`config.mk`:
```
export PLATFORM = sky130hd
export DESIGN_NAME = control_splitter
export DESIGN_NICKNAME = d
export VERILOG_FILES = /design/src/rtl/control_splitter.sv
export SDC_FILE = /design/constraint.sdc
export NUM_CORES = 2
export LEC_CHECK = 0
export ABC_AREA = 1
export CAP_MARGIN = 20
export CORE_AREA = 10 10 400 402
export DETAILED_ROUTE_END_ITERATION = 8
export DIE_AREA = 0 0 410 412
export DONT_BUFFER_PORTS = 1
export GPL_ROUTABILITY_DRIVEN = 1
export PLACE_DENSITY = 0.54
export REMOVE_ABC_BUFFERS = 1
export SLEW_MARGIN = 25
export SYNTH_ARGS = -nofsm -noshare
export SYNTH_HDL_FRONTEND = slang
export SYNTH_SLANG_ARGS = --single-unit
```
`constraint.sdc`:
```
create_clock -name clk -period 4.3 [get_ports clk]
set_input_delay 0.43 -clock clk [delete_from_list [all_inputs] [get_ports clk]]
set_output_delay 0.43 -clock clk [all_outputs]
set_load 0.1 [all_outputs]
```
`src/rtl/control_splitter.sv`:
```
// control_splitter: snapshots a LANES x WIDTH parameter vector on capture and
// streams it back one word per read strobe, lane 0 first, for pipe readback.
module control_splitter #(
  parameter int LANES = 64,
  parameter int WIDTH = 16,
  parameter int ADDRW = 6
) (
  input  logic                   clk,
  input  logic                   reset_n,
  input  logic [LANES*WIDTH-1:0] combinedin,
  input  logic                   capture,
  input  logic                   read,
  output logic [WIDTH-1:0]       dataout,
  output logic [ADDRW-1:0]       blockaddress,
  output logic                   busy,
  output logic                   done,
  output logic                   underrun,
  output logic [ADDRW:0]         wordsleft
);

  typedef enum logic [0:0] {
    ST_IDLE   = 1'b0,
    ST_STREAM = 1'b1
  } state_t;

  localparam logic [ADDRW-1:0] LAST_ADDR = ADDRW'(LANES - 1);
  localparam logic [ADDRW-1:0] ONE_ADDR  = ADDRW'(1);
  localparam logic [ADDRW:0]   LANES_W   = (ADDRW + 1)'(LANES);
  localparam logic [ADDRW:0]   ONE_LEFT  = (ADDRW + 1)'(1);

  state_t               state_r;
  state_t               state_nxt_s;
  logic [WIDTH-1:0]     shadow_r [LANES];
  logic [WIDTH-1:0]     dataout_r;
  logic [WIDTH-1:0]     dataout_nxt_s;
  logic [ADDRW-1:0]     addr_r;
  logic [ADDRW-1:0]     addr_nxt_s;
  logic [ADDRW-1:0]     next_addr_s;
  logic [ADDRW:0]       left_r;
  logic [ADDRW:0]       left_nxt_s;
  logic                 busy_r;
  logic                 done_r;
  logic                 done_nxt_s;
  logic                 underrun_r;
  logic                 underrun_nxt_s;

  assign next_addr_s  = addr_r + ONE_ADDR;

  assign dataout      = dataout_r;
  assign blockaddress = addr_r;
  assign busy         = busy_r;
  assign done         = done_r;
  assign underrun     = underrun_r;
  assign wordsleft    = left_r;

  // Shadow snapshot: loaded only on capture so later source changes never leak into a stream.
  always_ff @(posedge clk or negedge reset_n) begin
    if (!reset_n) begin
      for (int k = 0; k < LANES; k++) begin
        shadow_r[k] <= '0;
      end
    end else if (capture) begin
      for (int k = 0; k < LANES; k++) begin
        shadow_r[k] <= combinedin[k*WIDTH +: WIDTH];
      end
    end
  end

  // Next-state and next-output decode; capture outranks read, read in IDLE flags underrun.
  always_comb begin
    state_nxt_s    = state_r;
    dataout_nxt_s  = dataout_r;
    addr_nxt_s     = addr_r;
    left_nxt_s     = left_r;
    underrun_nxt_s = underrun_r;
    done_nxt_s     = 1'b0;
    if (capture) begin
      state_nxt_s    = ST_STREAM;
      dataout_nxt_s  = combinedin[WIDTH-1:0];
      addr_nxt_s     = '0;
      left_nxt_s     = LANES_W;
      underrun_nxt_s = 1'b0;
    end else if (read) begin
      case (state_r)
        ST_STREAM: begin
          if (addr_r == LAST_ADDR) begin
            // Final word consumed: return to idle and pulse done once.
            state_nxt_s   = ST_IDLE;
            dataout_nxt_s = '0;
            addr_nxt_s    = '0;
            left_nxt_s    = '0;
            done_nxt_s    = 1'b1;
          end else begin
            addr_nxt_s    = next_addr_s;
            dataout_nxt_s = shadow_r[next_addr_s];
            left_nxt_s    = left_r - ONE_LEFT;
          end
        end
        ST_IDLE: begin
          underrun_nxt_s = 1'b1;
        end
        default: begin
          state_nxt_s   = ST_IDLE;
          dataout_nxt_s = '0;
          addr_nxt_s    = '0;
          left_nxt_s    = '0;
        end
      endcase
    end else begin
      // No strobe: everything holds, so a stream may stall indefinitely.
      state_nxt_s = state_r;
    end
  end

  // State and output registers; reset abandons any stream without a done pulse.
  always_ff @(posedge clk or negedge reset_n) begin
    if (!reset_n) begin
      state_r    <= ST_IDLE;
      dataout_r  <= '0;
      addr_r     <= '0;
      left_r     <= '0;
      busy_r     <= 1'b0;
      done_r     <= 1'b0;
      underrun_r <= 1'b0;
    end else begin
      state_r    <= state_nxt_s;
      dataout_r  <= dataout_nxt_s;
      addr_r     <= addr_nxt_s;
      left_r     <= left_nxt_s;
      busy_r     <= (state_nxt_s == ST_STREAM);
      done_r     <= done_nxt_s;
      underrun_r <= underrun_nxt_s;
    end
  end

endmodule

```
== Yosys cells after proc, flatten, opt, wreduce, memory -nomap -nowiden ==
Cells that the tools add are included.
Widths: inputs -> output; s select.

* Flip-flop bits (word level): 1056
* Input port bits: 1028
* Output and inout bits: 32
* Logic and storage cells: 106

* Add/sub/neg operators: 2
* Order comparisons: 1
* Equality and inequality tests: 2
* Mux-type cells: 26
* Bitwise operators: 1
* Reduce and logical (&&, ||, !) cells: 4

{| class="wikitable"
|+ Operators with widths
! kind !! number
|-
| $bmux 16 s6 || 1
|-
| $mux 16 || 6
|-
| $mux 7 || 4
|-
| $mux 6 || 4
|-
| $mux 1 || 11
|-
| $ge 7x7->1 const B || 1
|-
| $not 6->7 || 1
|-
| $sub 7x1->7 const B || 1
|-
| $add 6x1->6 const B || 1
|-
| $eq 6x6->1 const B || 1
|-
| $reduce_and 2->1 || 2
|-
| $reduce_bool 2->1 || 2
|-
| $ne 2x2->1 const B || 1
|}

== Logic depth before layout (Yosys ltp) ==
* Depth after elaboration: 9
* Mapped depth: 13
* Depth with buffers taken out: 10

== Worst setup path before layout ==
OpenSTA, ideal clock, no wires.

* Kind: register to register
* Start: reg addr_r[1] (netlist: blockaddress[1])
* End: reg dataout_r[1] (netlist: dataout[1])
* Library setup time: 0.127 ns
* Arrival time: 2.356 ns
* Required time: 4.173 ns
* Setup slack: 1.817 ns
* Cell stages (with the launch flop): 10
* Buffers on the path: 2
* Clock period less this slack: 2.483 ns
* Cells stage by stage: dfrtp_1 ha_1 xor2_1 buf_2 clkbuf_1 nand3_1 nand3_1 nand3_1 nand3_1 nand3b_1

* Cells in the longest elaborated chain, start to end: 9
* Elaborated cells between the ends (all ways): 10
* Those cells by class: add/sub: 1; eq/ne: 1; mux: 7; bitwise: 1

{| class="wikitable"
|+ Ends and longest elaborated chain
! what !! line !! source
|-
| start: declaration || 36 || <nowiki>logic [ADDRW-1:0] addr_r;</nowiki>
|-
| start signal: assignment || 128 || <nowiki>addr_r <= addr_nxt_s;</nowiki>
|-
| $add 6x1->6 || 47 || <nowiki>assign next_addr_s = addr_r + ONE_ADDR;</nowiki>
|-
| $not 6->7 (implied by the code) || 95 || <nowiki>dataout_nxt_s = shadow_r[next_addr_s];</nowiki>
|-
| $bmux 16 s6 || 95 ||
|-
| $mux 16 (implied by the code) (2 in series) || 95 ||
|-
| $mux 16 (*) || 86 || <nowiki>if (addr_r == LAST_ADDR) begin</nowiki>
|-
| $mux 16 (*) || 84 || <nowiki>case (state_r)</nowiki>
|-
| $mux 16 (*) || 83 || <nowiki>end else if (read) begin</nowiki>
|-
| $mux 16 (*) || 77 || <nowiki>if (capture) begin</nowiki>
|-
| end signal: assignment || 127 || <nowiki>dataout_r <= dataout_nxt_s;</nowiki>
|-
| end: declaration || 34 || <nowiki>logic [WIDTH-1:0] dataout_r;</nowiki>
|}

Mark *: on every way between the ends. The rest lies on a longest branch, timed or not. The select of a mux whose other input is x is not followed.
A chain may end at the register's enable or synchronous reset.

==> impl_summary.txt <==
----------------------------------------------------
[Outcome]
  Run status ... complete, no violations

[Yosys]
  Top cells by area, synth ... dfrtp_1 54%, nand2_1 18%, o21ai_0 7.5%
  Post-Syn Area per Cell ... 7.91 um^2
  Count leader, synth ... nand2_1
  Yosys cell types ... 31
  Portion of synthesized cell area occupied by the leading cell type ... 53.6%
  Number of synthesized register bits ... 1056
  Synthesized area ... 0.0493 mm^2
  Commonest register cell after synthesis ... dfrtp_1
  Post-synth ARST share ... 100%
  Synthesis Warnings ... 0
  Number of enable-type register cells in the synthesized netlist ... 0
  Mapped Cells ... 6228
  Sequential cell area fraction in the yosys report ... 53.6%
  Top post-synthesis cells by count ... 2380 x nand2_1, 1056 x dfrtp_1, 741 x o21ai_0, 546 x inv_1, 497 x nand3_1
  Library cell occupying the most area in the post-synthesis netlist ... dfrtp_1

[CTS]
  TritonCTS Buffers ... 118
  Clock latency of the later-clocked register in the worst-skew pair ... 0.74 ns
  CTS-repair resized insts ... 0
  Max Buffers Root-to-Sink ... 3
  CTS root buf ... clkbuf_16
  Clock tree from TritonCTS ... built
  Number of post-CTS setup repair buffers ... 0
  Clock edge transition at the registers on the reported setup and hold paths ... 0.06 ns
  Number of sinks on the clock net ... 1056
  H-tree levels ... 3

[Worst setup path]
  CP Max Fanout ... 136
  Startpoint types ... input pin
  Count of cells along the worst register-to-register path ... 10
  Class of the most critical setup path ... in2async
  Kind of capture point of the worst setup path ... asynchronous set/reset pin
  Endpoint arrival time on the critical path ... 4.64 ns
  Worst Path Required ... 5.06 ns

[Drt]
  Antenna viol nets, final ... 0
  Final wirelength ... 213000 um
  Average detailed-routed wire length per instance ... 22.7 um
  Per-cell via count in the routed design ... 5.09
  Detailed-route via count ... 47800
  Pre-Repair DR Iteration Count ... 6
  Violation count after the first detailed-route iteration ... 4974
  Final routed DRC violation total ... 0

[Global route]
  Global-route total usage across every layer ... 24.1%
  Antenna violations before repair ... 58
  Number of global-route vias before repair ... 48600
  First-pass GRT wire length ... 312000 um
  Maximum number of pins on one net before global-route repair ... 1533
  GRT Residual Overflow ... 0

[Floorplanning]
  Placeable core region ... 0.152 mm^2
  Initial Utilization ... 32.5%
  Die X ... 410 um
  Placement Rows ... 143
  Die footprint ... 0.169 mm^2
  DIE HEIGHT ... 412 um
  Count of pins on the block boundary ... 1060

[Timing]
  Final count of negative-setup-slack endpoints ... 0
  Slew of the pin with the lowest slew margin ... 1.27 ns
  Setup total negative slack ... 0 ns
  Final Slew Violations ... 0
  Final clock skew ... 0.0407 ns
  Highest achievable clock rate ... 0.258 GHz
  Unrepaired setup endpoints after global routing ... no
  Final-report hold violation count ... 0
  Clock period minus worst slack ... 3.88 ns
  Relative max-transition margin ... 15.4%
  Period Utilization, post-route ... 90.2%

[Final layout]
  Area growth from synthesis to layout ... 36.8%
  Layout Nets ... 8228
  Layout cell share with drive strength beyond 1 ... 3.98%
  Fill cell total of the finished layout ... 14500

[Place]
  Total of buffers placed on input and output ports ... 0
  Placer congestion estimate ... 0.918
  Dpl hpwl ... 136000 um

[Power and ir drop]
  Peak supply drop ... 0.458 mV
  Total power density per cell area ... 499 mW/mm^2
  Power Total ... 33.7 mW
  Static power due to leakage ... 31.6 nW

[Hold path]
  Count of cells along the worst hold path ... 2
  Worst hold path class ... in2reg

[Flow run]
  Number of maximum-capacitance violations ... 0

----------------------------------------------------
repair_timing:
| action | CTS | global route |
|---|---|---|
| hold endpoints to repair | 1162 | 2 |
| hold buffers | 1224 | 1 |
| setup endpoints to repair | 0 | 78 |
cell families (layout without fill, tap and decap cells):
group	after synthesis	in the layout	share of synthesized area (%)
DFF	1056	1056	53.6
and+or+nand+nor	2909	2909	23.6
AOI/OAI and AO/OA	1253	1253	14.2
xor gates and xnor gates	8	8	0.195
other	0	65	0
buffers and inverters	1000	2067	8.35
adders and majority gates	2	2	0.0508
worst max-delay path: stages:
cell	delay, ns
dlygate4sd3_1	0.53
dlygate4sd3_1	0.80
buf_16	0.53
buf_16	0.36
buf_16	0.48
buf_16	0.49
buf_16	0.46
report_power, final:
part           internal (mW)  switching [mW]  total, mW
logic                   3.87            7.30       11.2
clock network           6.24            4.37       10.6
registers               10.9            1.04       11.9
total                   21.0            12.7       33.7
per-layer routing:
metal	global-route usage, %	share of wire [%]	vias up
met2	38.3	47	2232
li1	-	-	22000
met5	0	0.022	-
met4	15.7	7.0	8
met3	4.63	6.5	664
met1	30.0	40	23000
stage by stage:
| stage | cell area (um^2) | utilization [%] | hold WS [ns] | std cells | worst slack, ns |
|---|---|---|---|---|---|
| final | 67400 | 44.5 | 0.0524 | 9390 | 0.421 |
| after global routing | 67400 | 44.5 | 0.00987 | 9374 | 0.0372 |
| after CTS | 67000 | 44.2 | 0.000284 | 9314 | 0.340 |
| after detailed placement | 50700 | 33.4 | 0.135 | 7873 | 0.803 |
| after global placement | 50600 | 33.4 | 0.135 | 7871 | 0.709 |
| after floorplan | 47200 | - | 0.134 | 5778 | -22.00 |
layout by cell type, fill, tap and decap left out, types with 2 or more instances in the layout:
master,synthesis,final
diode_2,0,65
clkbuf_8,0,33
xor2_4,1,3
dfrtp_1,1056,1049
clkinvlp_4,0,4
nor2_4,2,3
o21ai_1,5,5
o211ai_1,284,284
clkbuf_1,211,30
buf_4,10,44
nor2_1,8,7
dfrtp_2,0,6
xor2_1,4,3
o21ai_0,741,741
buf_16,0,16
o22ai_1,6,6
nand4_1,2,2
nand3_1,497,497
nand3b_1,15,15
dlygate4sd3_1,0,1224
inv_1,546,544
clkbuf_16,0,121
inv_4,0,2
bufinv_16,0,9
inv_2,4,3
clkinv_16,0,2
buf_12,0,15
a21oi_1,215,215
clkinv_2,0,14
nand2_1,2380,2379
inv_6,0,2
path summary, 6_finish.rpt:
| check | from | endpoint | slack [ns] |
|---|---|---|---|
| max | reset_n | shadow_r[173] | 0.42 |
| min | combinedin[12] | shadow_r[1020] | 0.05 |
| max reg2reg | blockaddress[0] | dataout[8] | 0.91 |
| min reg2reg | shadow_r[355] | shadow_r[355] | 0.46 |
| max in group clk | capture | shadow_r[316] | 0.80 |
| min in group asynchronous | reset_n | shadow_r[335] | 0.60 |
registers in the layout (all words and copies together) (netlist names):
name	flops
shadow_r	1024
dataout	16
wordsleft	7
blockaddress	6
busy	1
done	1
underrun	1
cell type report:
type / count / area, um^2 / share of cell area [%]
timing repair buffer: 1300 / 13300 / 19.8
sequential: 1056 / 26400 / 39.2
clock buffer: 183 / 3570 / 5.29
clock inverter: 34 / 493 / 0.731
antenna: 65 / 163 / 0.241
inverter: 550 / 2080 / 3.08
multi-input combinational: 4172 / 18800 / 27.9
tap: 2030 / 2540 / 3.77
(Power assumes the default switching activity.)
